File: src/rtl/nexi_uart_rx_sampler_pkg.sv
// ============================================================================
// Module  : nexi_uart_pkg
// Brief   : Shared receive-side constants, FSM encoding and helpers.
// Revision: 1.0
// ============================================================================
`default_nettype none

package nexi_uart_pkg;

    localparam int OVERSAMPLE = 16;
    localparam int SAMPLE_MID = 7;
    localparam int DATA_BITS  = 8;

    typedef enum logic [4:0] {
        RX_IDLE  = 5'b00001,
        RX_START = 5'b00010,
        RX_DATA  = 5'b00100,
        RX_STOP  = 5'b01000,
        RX_BREAK = 5'b10000
    } rx_state_e;

    function automatic logic majority3(input logic a, input logic b, input logic c);
        return (a & b) | (a & c) | (b & c);
    endfunction

endpackage

`default_nettype wire

File: src/rtl/nexi_uart_rx_sampler_if.sv
// ============================================================================
// Module  : nexi_uart_rx_sampler_if
// Brief   : Byte handshake and line status between receiver and consumer.
// Revision: 1.0
// ============================================================================
`default_nettype none

interface nexi_uart_rx_sampler_if;
    logic [7:0] data;
    logic       data_ready;
    logic       read_ack;
    logic       frame_err;
    logic       overrun;
    logic       rx_idle;

    modport master (
        output data, data_ready, frame_err, overrun, rx_idle,
        input  read_ack
    );

    modport slave (
        input  data, data_ready, frame_err, overrun, rx_idle,
        output read_ack
    );
endinterface

`default_nettype wire

File: src/rtl/nexi_uart_baud_tick.sv
// ============================================================================
// Module  : nexi_uart_baud_tick
// Brief   : Divides clk_i by CLK_DIV into a one-cycle tick; clr holds phase.
// Revision: 1.0
// ============================================================================
`default_nettype none

module nexi_uart_baud_tick #(
    parameter int CLK_DIV = 27
) (
    input  wire logic clk_i,
    input  wire logic rst_i,
    input  wire logic clr,
    output logic      tick
);

    localparam logic [15:0] C_LAST = 16'(CLK_DIV - 1);

    logic [15:0] r_cnt;

    assign tick = !clr && (r_cnt == C_LAST);

    always_ff @(posedge clk_i) begin
        if (rst_i || clr || tick) begin
            r_cnt <= 16'd0;
        end else begin
            r_cnt <= r_cnt + 16'd1;
        end
    end

endmodule

`default_nettype wire

File: src/rtl/nexi_uart_rx_sampler.sv
// ============================================================================
// Module  : nexi_uart_rx_sampler
// Brief   : 16x oversampling 8N1 deframer with data_ready/read_ack handshake.
// Revision: 1.0
// ============================================================================
`default_nettype none

module nexi_uart_rx_sampler
    import nexi_uart_pkg::*;
#(
    parameter int CLK_DIV     = 27,
    parameter int SYNC_STAGES = 2
) (
    input  wire logic               clk_i,
    input  wire logic               rst_i,
    input  wire logic               rx_pin,
    nexi_uart_rx_sampler_if.master  rx_if
);

    logic [SYNC_STAGES-1:0] r_sync;
    rx_state_e              r_state;
    logic [3:0]             r_sample;
    logic [2:0]             r_bit;
    logic [3:0]             r_high;
    logic [1:0]             r_votes;
    logic [7:0]             r_shift;
    logic [7:0]             r_data;
    logic                   r_data_ready;
    logic                   r_frame_err;
    logic                   r_overrun;
    logic                   r_rx_idle;

    logic w_rxs;
    logic w_tick;
    logic w_mid;
    logic w_vote;
    logic w_boundary;
    logic w_read_ack;

    assign w_rxs      = r_sync[SYNC_STAGES-1];
    assign w_read_ack = rx_if.read_ack;
    assign w_mid      = w_tick && (r_sample == 4'(SAMPLE_MID));
    assign w_vote     = w_tick && (r_sample == 4'(SAMPLE_MID + 1));
    assign w_boundary = w_tick && (r_sample == 4'(OVERSAMPLE - 1));

    // Holding the divider clear in IDLE aligns the sample phase to the start edge.
    nexi_uart_baud_tick #(
        .CLK_DIV (CLK_DIV)
    ) u_baud_tick (
        .clk_i (clk_i),
        .rst_i (rst_i),
        .clr   (r_state == RX_IDLE),
        .tick  (w_tick)
    );

    always_ff @(posedge clk_i) begin
        if (rst_i) begin
            r_sync <= '1;
        end else begin
            r_sync <= {r_sync[SYNC_STAGES-2:0], rx_pin};
        end
    end

    always_ff @(posedge clk_i) begin
        if (rst_i) begin
            r_state      <= RX_IDLE;
            r_sample     <= 4'd0;
            r_bit        <= 3'd0;
            r_high       <= 4'd0;
            r_votes      <= 2'b00;
            r_shift      <= 8'h00;
            r_data       <= 8'h00;
            r_data_ready <= 1'b0;
            r_frame_err  <= 1'b0;
            r_overrun    <= 1'b0;
            r_rx_idle    <= 1'b1;
        end else begin
            r_frame_err <= 1'b0;
            r_overrun   <= 1'b0;
            r_rx_idle   <= (r_state == RX_IDLE) && w_rxs;
            if (r_data_ready && w_read_ack) begin
                r_data_ready <= 1'b0;
            end
            if (w_tick) begin
                r_sample <= r_sample + 4'd1;
            end
            case (r_state)
                RX_IDLE: begin
                    r_sample <= 4'd0;
                    if (!w_rxs) begin
                        r_state <= RX_START;
                    end
                end
                RX_START: begin
                    if (w_mid && w_rxs) begin
                        r_state <= RX_IDLE;
                    end else if (w_boundary) begin
                        r_state <= RX_DATA;
                        r_bit   <= 3'd0;
                    end
                end
                RX_DATA: begin
                    if (w_tick && (r_sample == 4'(SAMPLE_MID - 1))) begin
                        r_votes[0] <= w_rxs;
                    end
                    if (w_mid) begin
                        r_votes[1] <= w_rxs;
                    end
                    // Third vote is the live sample 8, so the shift lands one tick after mid-bit.
                    if (w_vote) begin
                        r_shift <= {majority3(r_votes[0], r_votes[1], w_rxs), r_shift[7:1]};
                    end
                    if (w_boundary) begin
                        if (r_bit == 3'(DATA_BITS - 1)) begin
                            r_state <= RX_STOP;
                        end
                        r_bit <= r_bit + 3'd1;
                    end
                end
                RX_STOP: begin
                    if (w_mid) begin
                        if (w_rxs) begin
                            r_data       <= r_shift;
                            r_overrun    <= r_data_ready && !w_read_ack;
                            r_data_ready <= 1'b1;
                            r_state      <= RX_IDLE;
                        end else begin
                            r_frame_err <= 1'b1;
                            r_high      <= 4'd0;
                            r_state     <= RX_BREAK;
                        end
                    end
                end
                RX_BREAK: begin
                    if (w_tick) begin
                        if (!w_rxs) begin
                            r_high <= 4'd0;
                        end else if (r_high == 4'(OVERSAMPLE - 1)) begin
                            r_state <= RX_IDLE;
                        end else begin
                            r_high <= r_high + 4'd1;
                        end
                    end
                end
                default: r_state <= RX_IDLE;
            endcase
        end
    end

    assign rx_if.data       = r_data;
    assign rx_if.data_ready = r_data_ready;
    assign rx_if.frame_err  = r_frame_err;
    assign rx_if.overrun    = r_overrun;
    assign rx_if.rx_idle    = r_rx_idle;

endmodule

`default_nettype wire

File: src/flat_wrapper.sv
// flat-port wrapper written by rule: the top's interface ports become plain ports
module nexi_uart_rx_sampler_flat import nexi_uart_pkg::*;
#(
    parameter int CLK_DIV     = 27,
    parameter int SYNC_STAGES = 2
)
  (clk_i, rst_i, rx_pin, rx_if_data, rx_if_data_ready, rx_if_frame_err, rx_if_overrun, rx_if_rx_idle, rx_if_read_ack);
  nexi_uart_rx_sampler_if rx_if_i ();
  input  wire logic clk_i;
  input  wire logic rst_i;
  input  wire logic rx_pin;
  output wire logic [$bits(rx_if_i.data)-1:0] rx_if_data;
  output wire logic [$bits(rx_if_i.data_ready)-1:0] rx_if_data_ready;
  output wire logic [$bits(rx_if_i.frame_err)-1:0] rx_if_frame_err;
  output wire logic [$bits(rx_if_i.overrun)-1:0] rx_if_overrun;
  output wire logic [$bits(rx_if_i.rx_idle)-1:0] rx_if_rx_idle;
  input wire logic [$bits(rx_if_i.read_ack)-1:0] rx_if_read_ack;
  assign rx_if_data = rx_if_i.data;
  assign rx_if_data_ready = rx_if_i.data_ready;
  assign rx_if_frame_err = rx_if_i.frame_err;
  assign rx_if_overrun = rx_if_i.overrun;
  assign rx_if_rx_idle = rx_if_i.rx_idle;
  assign rx_if_i.read_ack = rx_if_read_ack;
  nexi_uart_rx_sampler #(.CLK_DIV(CLK_DIV), .SYNC_STAGES(SYNC_STAGES)) u_core (.clk_i(clk_i), .rst_i(rst_i), .rx_pin(rx_pin), .rx_if(rx_if_i));
endmodule
File: config.mk
export PLATFORM = sky130hd
export DESIGN_NAME = nexi_uart_rx_sampler_flat
export DESIGN_NICKNAME = d
export VERILOG_FILES = /design/src/rtl/nexi_uart_rx_sampler_pkg.sv /design/src/rtl/nexi_uart_rx_sampler_if.sv /design/src/rtl/nexi_uart_baud_tick.sv /design/src/rtl/nexi_uart_rx_sampler.sv /design/src/flat_wrapper.sv
export SDC_FILE = /design/constraint.sdc
export NUM_CORES = 1
export LEC_CHECK = 0
export ABC_AREA = 1
export CAP_MARGIN = 5
export CORE_AREA = 2 2 66 81
export CTS_CLUSTER_DIAMETER = 150
export DETAILED_ROUTE_END_ITERATION = 12
export DIE_AREA = 0 0 68 83
export GPL_ROUTABILITY_DRIVEN = 0
export PLACE_DENSITY = 0.84
export SLEW_MARGIN = 30
export SYNTH_ARGS = -nofsm -noshare
export SYNTH_HDL_FRONTEND = slang
export SYNTH_HIERARCHICAL = 1
export SYNTH_SLANG_ARGS = --single-unit
File: constraint.sdc
create_clock -name clk_i -period 5.72 [get_ports clk_i]
set_input_delay 1.716 -clock clk_i [delete_from_list [all_inputs] [get_ports clk_i]]
set_output_delay 1.716 -clock clk_i [all_outputs]
set_load 0.01 [all_outputs]
# ---- Word level (Yosys, flattened, before mapping)
# Index checks and enable logic that the tools add are counted.
dict set report op_classes {
  reduce_logical 25
  n_mux 26
  n_addsub 4
  bitwise 8
  eq_ne 24
}
# op count
set ops {}
lappend ops {{two-way mux 5 bit} 10}
lappend ops {{case mux 5 bit (5 select lines)} 1}
lappend ops {{two-way mux 4 bit} 5}
lappend ops {{adder 16 x 1 -> 16 bit, second input constant} 1}
lappend ops {{equality test 16 x 5 -> 1 bit, second input constant} 1}
lappend ops {{equality test 4 bit, second input constant} 3}
lappend ops {{inequality test 2 x 1 -> 1 bit, second input constant} 6}
lappend ops {{logical AND 1 bit} 9}
lappend ops {{two-way mux 3 bit} 3}
lappend ops {{adder 4 x 1 -> 4 bit, second input constant} 2}
lappend ops {{equality test 4 x 3 -> 1 bit, second input constant} 2}
lappend ops {{inequality test 2 bit, second input constant} 4}
lappend ops {{case mux 4 bit (2 select lines)} 1}
lappend ops {{AND reduction 8 bit} 1}
lappend ops {{case mux 3 bit (2 select lines)} 1}
lappend ops {{AND reduction 2 bit} 3}
lappend ops {{equality test 5 x 1 -> 1 bit, second input constant} 1}
lappend ops {{equality test 5 x 2 -> 1 bit, second input constant} 1}
lappend ops {{equality test 5 x 3 -> 1 bit, second input constant} 1}
lappend ops {{equality test 5 x 4 -> 1 bit, second input constant} 1}
lappend ops {{equality test 5 bit, second input constant} 1}
lappend ops {{two-way mux 1 bit} 5}
lappend ops {{AND reduction 5 bit} 1}
lappend ops {{AND reduction 4 bit} 1}
lappend ops {{other kinds (14)} 22}
dict set report totals {
  input_bits 4
  regBits 56
  out_inout_bits 12
  wordCells 101
}

# ---- Longest topological paths before layout
# Gate-level depths: netlist of run 1.
dict set report logic_depth {
  word_depth 7
  depth_mapped 19
  ltp_nobuf 18
}

# ---- Hierarchy
# The synthesis of run 1 kept the hierarchy.
# mod seq_area_each_um2 cells_each instances area_per_inst_um2
set modules_own_cells {}
lappend modules_own_cells {nexi_uart_rx_sampler 800.8 251 1 1840.5}
lappend modules_own_cells {nexi_uart_baud_tick 320.3 125 1 888.4}

# ---- Worst setup path before layout of run 1
# No wires, ideal clock.
dict set report synth_timing {
  kind {input to register}
  startpoint {input rst_i}
  endpoint {register u_core.r_data[2] (netlist: u_core/rx_if.data[2])}
  path_stages 4
  t_arrival_ps 2231
  path_buffers 1
  setup_slack_ps 3424
  setup_time_ps 65
  path_cell_list {inv_1 clkbuf_1 o21ai_0 nor2_1}
}
# element line_no
set synth_rtl {}
lappend synth_rtl {{from (decl)} flat_wrapper.sv:10} ;# input wire logic rst_i;
lappend synth_rtl {{to (signal assigned)} nexi_uart_rx_sampler.sv:123} ;# r_data <= r_shift;
lappend synth_rtl {{to (decl)} nexi_uart_rx_sampler.sv:27} ;# logic [7:0] r_data;

# ---- Final worst setup path of run 1
dict set report layout_timing {
  startpoint {input rst_i}
  endpoint {register u_core.r_sample[0]}
}
dict set report layout_via {
  elab_chain_cells 1
}
# element line_no
set layout_rtl {}
lappend layout_rtl {{OR reduction 2 bit (no source line)} -}
lappend layout_rtl {{to (signal assigned)} nexi_uart_rx_sampler.sv:85} ;# r_sample <= r_sample + 4'd1;
lappend layout_rtl {{to (decl)} nexi_uart_rx_sampler.sv:22} ;# logic [3:0] r_sample;
# No other way between the ends.
# A chain may end at the register's enable or synchronous reset.

==> results by group, run 1 <==
Status
  • Outcome: finished, final reports clean

Logic synthesis
  • Syn Area/Cell: between 7 and 8 um^2
  • Post-synthesis cell area: 2730 um^2
  • Most used standard cell by instance count after synthesis: nor2_1
  • Synthesized Nets: 388
  • Seq/Total Area, Yosys: 41.1%
  • Syn Inst Count: 376
  • Yosys cell types: 29
  • Synth async-reset ratio: 0%
  • EDFF count, synth: 0
  • Post-synth top cells: nor2_1 (68), nand2_1 (61), dfxtp_1 (56)
  • Primary FF master, synth: dfxtp_1
  • FF+latch count, synth: 56
  • Yosys top cell by area: dfxtp_1
  • Ranking of synthesized cells by area: dfxtp_1 (41%), nor2_1 (9.4%), nand2_1 (8.4%)
  • Yosys top cell area share: between 40% and 50%
  • Synth warn: 6

STA
  • Slew headroom: 58.2%
  • F_max: 0.319 GHz
  • Period utilization: 54.9%
  • Slew @ Worst Pin: 627 ps
  • Minimum clock period after layout: roughly 3100 ps
  • Setup TNS: 0 ps
  • Unrepaired setup endpoints after global routing: no
  • Skew final: 8.50 ps
  • Final setup violation count: 0
  • Min Hold Slack: 421 ps
  • Slew Limit Fails: 0
  • Final Hold Vio Count: 0

Clocking
  • Number of buffers created by CTS: 5
  • Clk pin slew, worst setup/hold paths: 100 ps
  • Clk_lat worst skew: 310 ps
  • Setup bufs post-CTS: 0
  • CTS tree: done
  • Hold buffer count at cts: 0
  • TritonCTS Sinks: 56
  • CTS max path bufs: 2
  • H-tree depth: 2
  • Resized Gates After CTS: 0
  • Root Driver: clkbuf_8

Finish
  • Layout cells sized above 1: about an eighth
  • Area Overhead vs Synth: 10.2%
  • Fin nets: 404
  • Layout Utilization: 62.2%
  • Ant. Diodes: 0

Placed design
  • Detailed placement HPWL: 3860 um
  • Port-buffer cells: 15

Drt
  • Routed WL per cell: 11.6 um
  • First-pass detailed-route iteration total: 4
  • Via density: approximately 5.2
  • Drc violations: 0
  • Drt total wl: approximately 5300 um
  • Detail Route Antenna Nets: 0
  • Routed via count: around 2400
  • Initial DRC Count: around 120

Power
  • Flop pwr share: 48.1%
  • Sw Ratio: 36.2%
  • Internal power: 0.580 mW
  • P_sw: ~0.33 mW
  • Pwr Density: roughly 300 nW/um^2
  • Maximum VDD drop: 0.230 mV
  • Clock power frac: 23.9%
  • Logic gate share of total power: 28.0%
  • P_leak: 1.17 nW

Floorplan
  • Initial Utilization: 56.4%
  • Die Width: 68 um
  • Die ar.: 5640 um^2
  • Ports: 16
  • CORE AREA: 4830 um^2
  • Die Y: 83 um
  • FP Rows: 28

Min path
  • Worst Hold Class: reg2reg

Job
  • Maxcap violations: 0

Worst setup path
  • CP endpoint kind: flop
  • Worst Path Max Fanout: 23
  • Worst Setup Start Kind: input pin
  • WP data required: 5950 ps
  • Kind of critical path: in2reg
  • CP max stage delay: 670 ps
  • Cell chain of the critical path: clkdlybuf4s50_1 -> inv_1 -> nand2_1 -> nor3_1
  • CP Data Arrival Time: ~3400 ps
  • Slowest CP cell: clkdlybuf4s50_1

Global routing
  • Remaining Overflow, GRT: 0
  • First-pass GRT wire length: 9170 um
  • Initial antenna violation count: 0
  • Vias in the first global route: 2247
  • GRT Total Usage: 20.4%
  • Largest net degree at the start of global routing: 24
[final cells by class]
class	instances	area, um^2
multi-input combinational	273	1420
tap	60	75.1
clock inverter	3	22.5
fill	438	1830
inverter	41	154
timing repair buffer	15	150
sequential	56	1120
clock buffer	5	68.8
[cell usage in the layout, fill, tap and decap left out, types with 11 or more instances in the layout]
cell type,n
a21oi_1,23
clkdlybuf4s50_1,15
dfxtp_1,56
inv_1,33
nand2_1,61
nand3_1,29
nand4_1,11
nor2_1,68
nor2_2,11
o21ai_0,16
[power by group through the flow]
stage	logic [mW]	clock network (mW)	registers, mW
after floorplan	0.214	0	0.443
after global placement	0.249	0	0.445
after detailed placement	0.253	0	0.446
after CTS	0.254	0.222	0.437
after global routing	0.285	0.237	0.440
final	0.255	0.217	0.437
[state kept, by name (all words and copies together), names as in the netlist]
signal                    count
u_core/r_high                 4
u_core/rx_if.rx_idle          1
u_core/r_votes                2
u_core/rx_if.overrun          1
u_core/r_bit                  3
u_core/rx_if.frame_err        1
u_core/r_shift                8
u_core/rx_if.data             8
u_core/u_baud_tick/r_cnt     16
u_core/rx_if.data_ready       1
u_core/r_sample               4
u_core/r_sync                 2
u_core/r_state                5
[worst max-delay path, delay by kind of cell]
family / cells / cell delay (ps)
buffers and inverters: 2 / 1270
AND/OR/NAND/NOR: 2 / 380
[worst paths after layout]
path	startpoint	to	slack, ps	cells after the start
setup / recovery	rst_i	u_core/r_sample[0]	2580	4
hold / removal	u_core/r_sync[0]	u_core/r_sync[1]	420	1
setup reg to reg	u_core/r_state[4]	u_core/r_state[1]	3120	16
hold reg to reg	u_core/r_sync[0]	u_core/r_sync[1]	420	1
[per-stage QoR]
stage | cells | total power, mW | area, um^2 | worst slack, ps
2_1_floorplan | 376 | 0.656 | 2730 | 3420
3_3_place_gp | 445 | 0.694 | 2920 | 2340
3_5_place_dp | 445 | 0.699 | 2920 | 2280
4_1_cts | 453 | 0.913 | 3010 | 2600
5_1_grt | 453 | 0.962 | 3010 | 2410
6_report | 453 | 0.909 | 3010 | 2580
[logic make-up (layout without fill, tap and decap cells)]
| family | after synthesis | in the layout | share of synthesized area, % |
|---|---|---|---|
| adder cells (fa/ha/maj) | 8 | 8 | 3.67 |
| buffers and inverters | 47 | 64 | 7.06 |
| AND/OR/NAND/NOR | 207 | 207 | 36.0 |
| flip-flops | 56 | 56 | 41.1 |
| AO/OA/AOI/OAI | 53 | 53 | 10.6 |
| XOR/XNOR | 5 | 5 | 1.60 |
[routing by layer]
| metal | track usage, % | up-vias | wire [um] |
|---|---|---|---|
| met1 | 23.8 | 1059 | 2400 |
| li1 | - | 1247 | - |
| met5 | 0 | - | 0 |
| met3 | 4.20 | 10 | 160 |
| met2 | 35.3 | 40 | 2580 |
| met4 | 7.64 | 0 | 112 |
No activity file was read; power rests on OpenSTA's default activity.
==> inputs of run 2 (changes only) <==
- CORE_AREA: 2 2 66 81 -> 2 2 69 84
- DIE_AREA: 0 0 68 83 -> 0 0 71 86
- PLACE_DENSITY: 0.84 -> 0.81
- clock period: 5.72 -> 2.8 ns (I/O delays scaled with it)
==> results by group, run 2 (synthesis results as in run 1) <==
Status
  • Outcome: finished, final reports clean

Worst setup path
  • WP buf/inv: 2
  • CP max stage delay: 460 ps
  • Worst Path Max Fanout: 8
  • Crit path max-delay family: simple AND/OR/NAND/NOR gates
  • Crit path depth: 16
  • Reg-to-reg slack, setup: 320 ps
  • Worst reg-to-reg path cell count: 16
  • Worst r2r dst: u_core/r_state[3]
  • Worst Setup Start Kind: flop
  • CP Data Arrival Time: 2730 ps
  • WP data required: about 3000 ps
  • Cell chain of the critical path: nor2_2 -> nand3_1 -> inv_1 -> nor2_1 -> nand3_1 -> nor2_1 -> nand2_2 -> inv_1 -> nand2_2 -> nor2_4 -> nand2_1 -> nand2_1 -> nand2_1 -> nor2_2 -> nand3_1 -> a21oi_1
  • CP endpoint kind: flop
  • Slowest CP cell: dfxtp_1
  • FF-to-FF Start: u_core/r_state[3]
  • Kind of critical path: reg2reg

Floorplan
  • CORE AREA: 5260 um^2
  • Die Y: 86 um
  • FP Rows: 29
  • Initial Utilization: around half
  • Die ar.: 6110 um^2
  • Die Width: 71 um
  • Ports: 16

STA
  • F_max: 0.404 GHz
  • Final Hold Vio Count: 0
  • Slew Limit Fails: 0
  • Worst setup margin: 324 ps
  • Final setup violation count: 0
  • Period utilization: 88.4%
  • Slew headroom: 68.5%
  • Minimum clock period after layout: about 2500 ps
  • Unrepaired setup endpoints after global routing: no
  • Setup TNS: 0 ps
  • Skew final: around 13 ps
  • Slew @ Worst Pin: 472 ps
  • Min Hold Slack: between 400 and 500 ps

Finish
  • Area Overhead vs Synth: 11.3%
  • Post-route cell area: around 3000 um^2
  • Layout Utilization: 57.7%
  • Final cell count without fillers: 458
  • Ant. Diodes: 0
  • Layout cells sized above 1: between 10% and 20%
  • Most common cell after layout, fill and taps aside: nor2_1
  • Top reg by flops: u_core/u_baud_tick/r_cnt
  • Fin nets: about 410
  • Most frequent cells in the layout: nor2_1 (68), nand2_1 (61), dfxtp_1 (56), inv_1 (33), nand3_1 (29)
  • Max reg flops: 16

Global routing
  • Initial antenna violation count: 0
  • GRT Total Usage: 18.8%
  • Remaining Overflow, GRT: 0
  • Largest net degree at the start of global routing: 21
  • First-pass GRT wire length: approximately 9400 um
  • Vias in the first global route: 2177

Placed design
  • Dpl cells: 450
  • Port-buffer cells: 15
  • Detailed placement HPWL: 3910 um
  • Placement Setup Slack: around 360 ps
  • Placed Area: ~2900 um^2

Min path
  • WHS Endpoint: u_core/r_sync[1]
  • Hold path startpoint: u_core/r_sync[0]
  • Hold depth: 1
  • Worst Hold Class: reg2reg

Drt
  • First-pass detailed-route iteration total: 4
  • Drt total wl: about 5200 um
  • Routed via count: 2366
  • Drc violations: 0
  • Detail Route Antenna Nets: 0
  • Via density: 5.17
  • Initial DRC Count: between 90 and 100
  • Routed WL per cell: 11.4 um

Clocking
  • CTS tree: done
  • Hold buffer count at cts: 0
  • TritonCTS Sinks: 56
  • Clk_lat worst skew: roughly 320 ps
  • Resized Gates After CTS: 0
  • Root Driver: clkbuf_8
  • Clk pin slew, worst setup/hold paths: 110 ps
  • Setup bufs post-CTS: 0
  • H-tree depth: 2
  • Number of buffers created by CTS: 5
  • CTS max path bufs: 2

Power
  • Flop pwr share: 47.2%
  • Pwr Density: approximately 620 nW/um^2
  • P_leak: 1.18 nW
  • Logic gate share of total power: 27.3%
  • Clock power frac: between 20% and 30%
  • Sw Ratio: 36.8%
  • Internal power: 1.20 mW
  • P_sw: approximately 0.70 mW
  • Total power: 1.89 mW
  • Maximum VDD drop: 0.455 mV

Job
  • Maxcap violations: 0
==> run 2: cell types whose count changed in the layout (fill, tap and decap cells not counted), sizes merged <==
cell | before | now
buf | 0 | 3
clkinv | 2 | 0
inv | 42 | 44
==> run 2: power groups by stage <==
stage                     clock (mW)  combinational [mW]  sequential (mW)
after global placement             0               0.514            0.908
after detailed placement           0               0.515            0.912
after CTS                      0.497               0.517            0.894
final                          0.483               0.518            0.893
after floorplan                    0               0.436            0.904
after global routing           0.527               0.589            0.900
==> run 2: area by class of cell <==
cell class,count,area (um^2)
clock inverters,3,28.8
well taps,62,77.6
fillers,456,2220
clock buffers,5,68.8
inverters,41,154
flip-flops and latches,56,1120
multi-input cells,273,1420
repair buffers,18,173
==> run 2: worst max path at each step <==
| stage | from | endpoint | slack (ps) |
|---|---|---|---|
| 2_1_floorplan | u_core/r_state[3] | u_core/r_state[4] | 730 |
| 3_3_place_gp | u_core/r_state[3] | u_core/r_state[3] | 420 |
| 3_5_place_dp | u_core/r_state[3] | u_core/r_state[3] | 360 |
| 4_1_cts | u_core/r_state[3] | u_core/r_state[3] | 330 |
| 5_1_grt | u_core/r_state[3] | u_core/r_state[3] | 50 |
| 6_report | u_core/r_state[3] | u_core/r_state[3] | 320 |
==> run 2: per-layer routing <==
metal / global-route usage [%] / part of all wire, % / routed length, um / vias to the layer above
met4: 7.89 / 1.6 / 82 / 0
met2: 31.6 / 49 / 2560 / 49
met5: 0 / 0 / 0 / -
met3: 3.41 / 4.1 / 213 / 8
li1: - / - / - / 1257
met1: 23.6 / 46 / 2390 / 1052
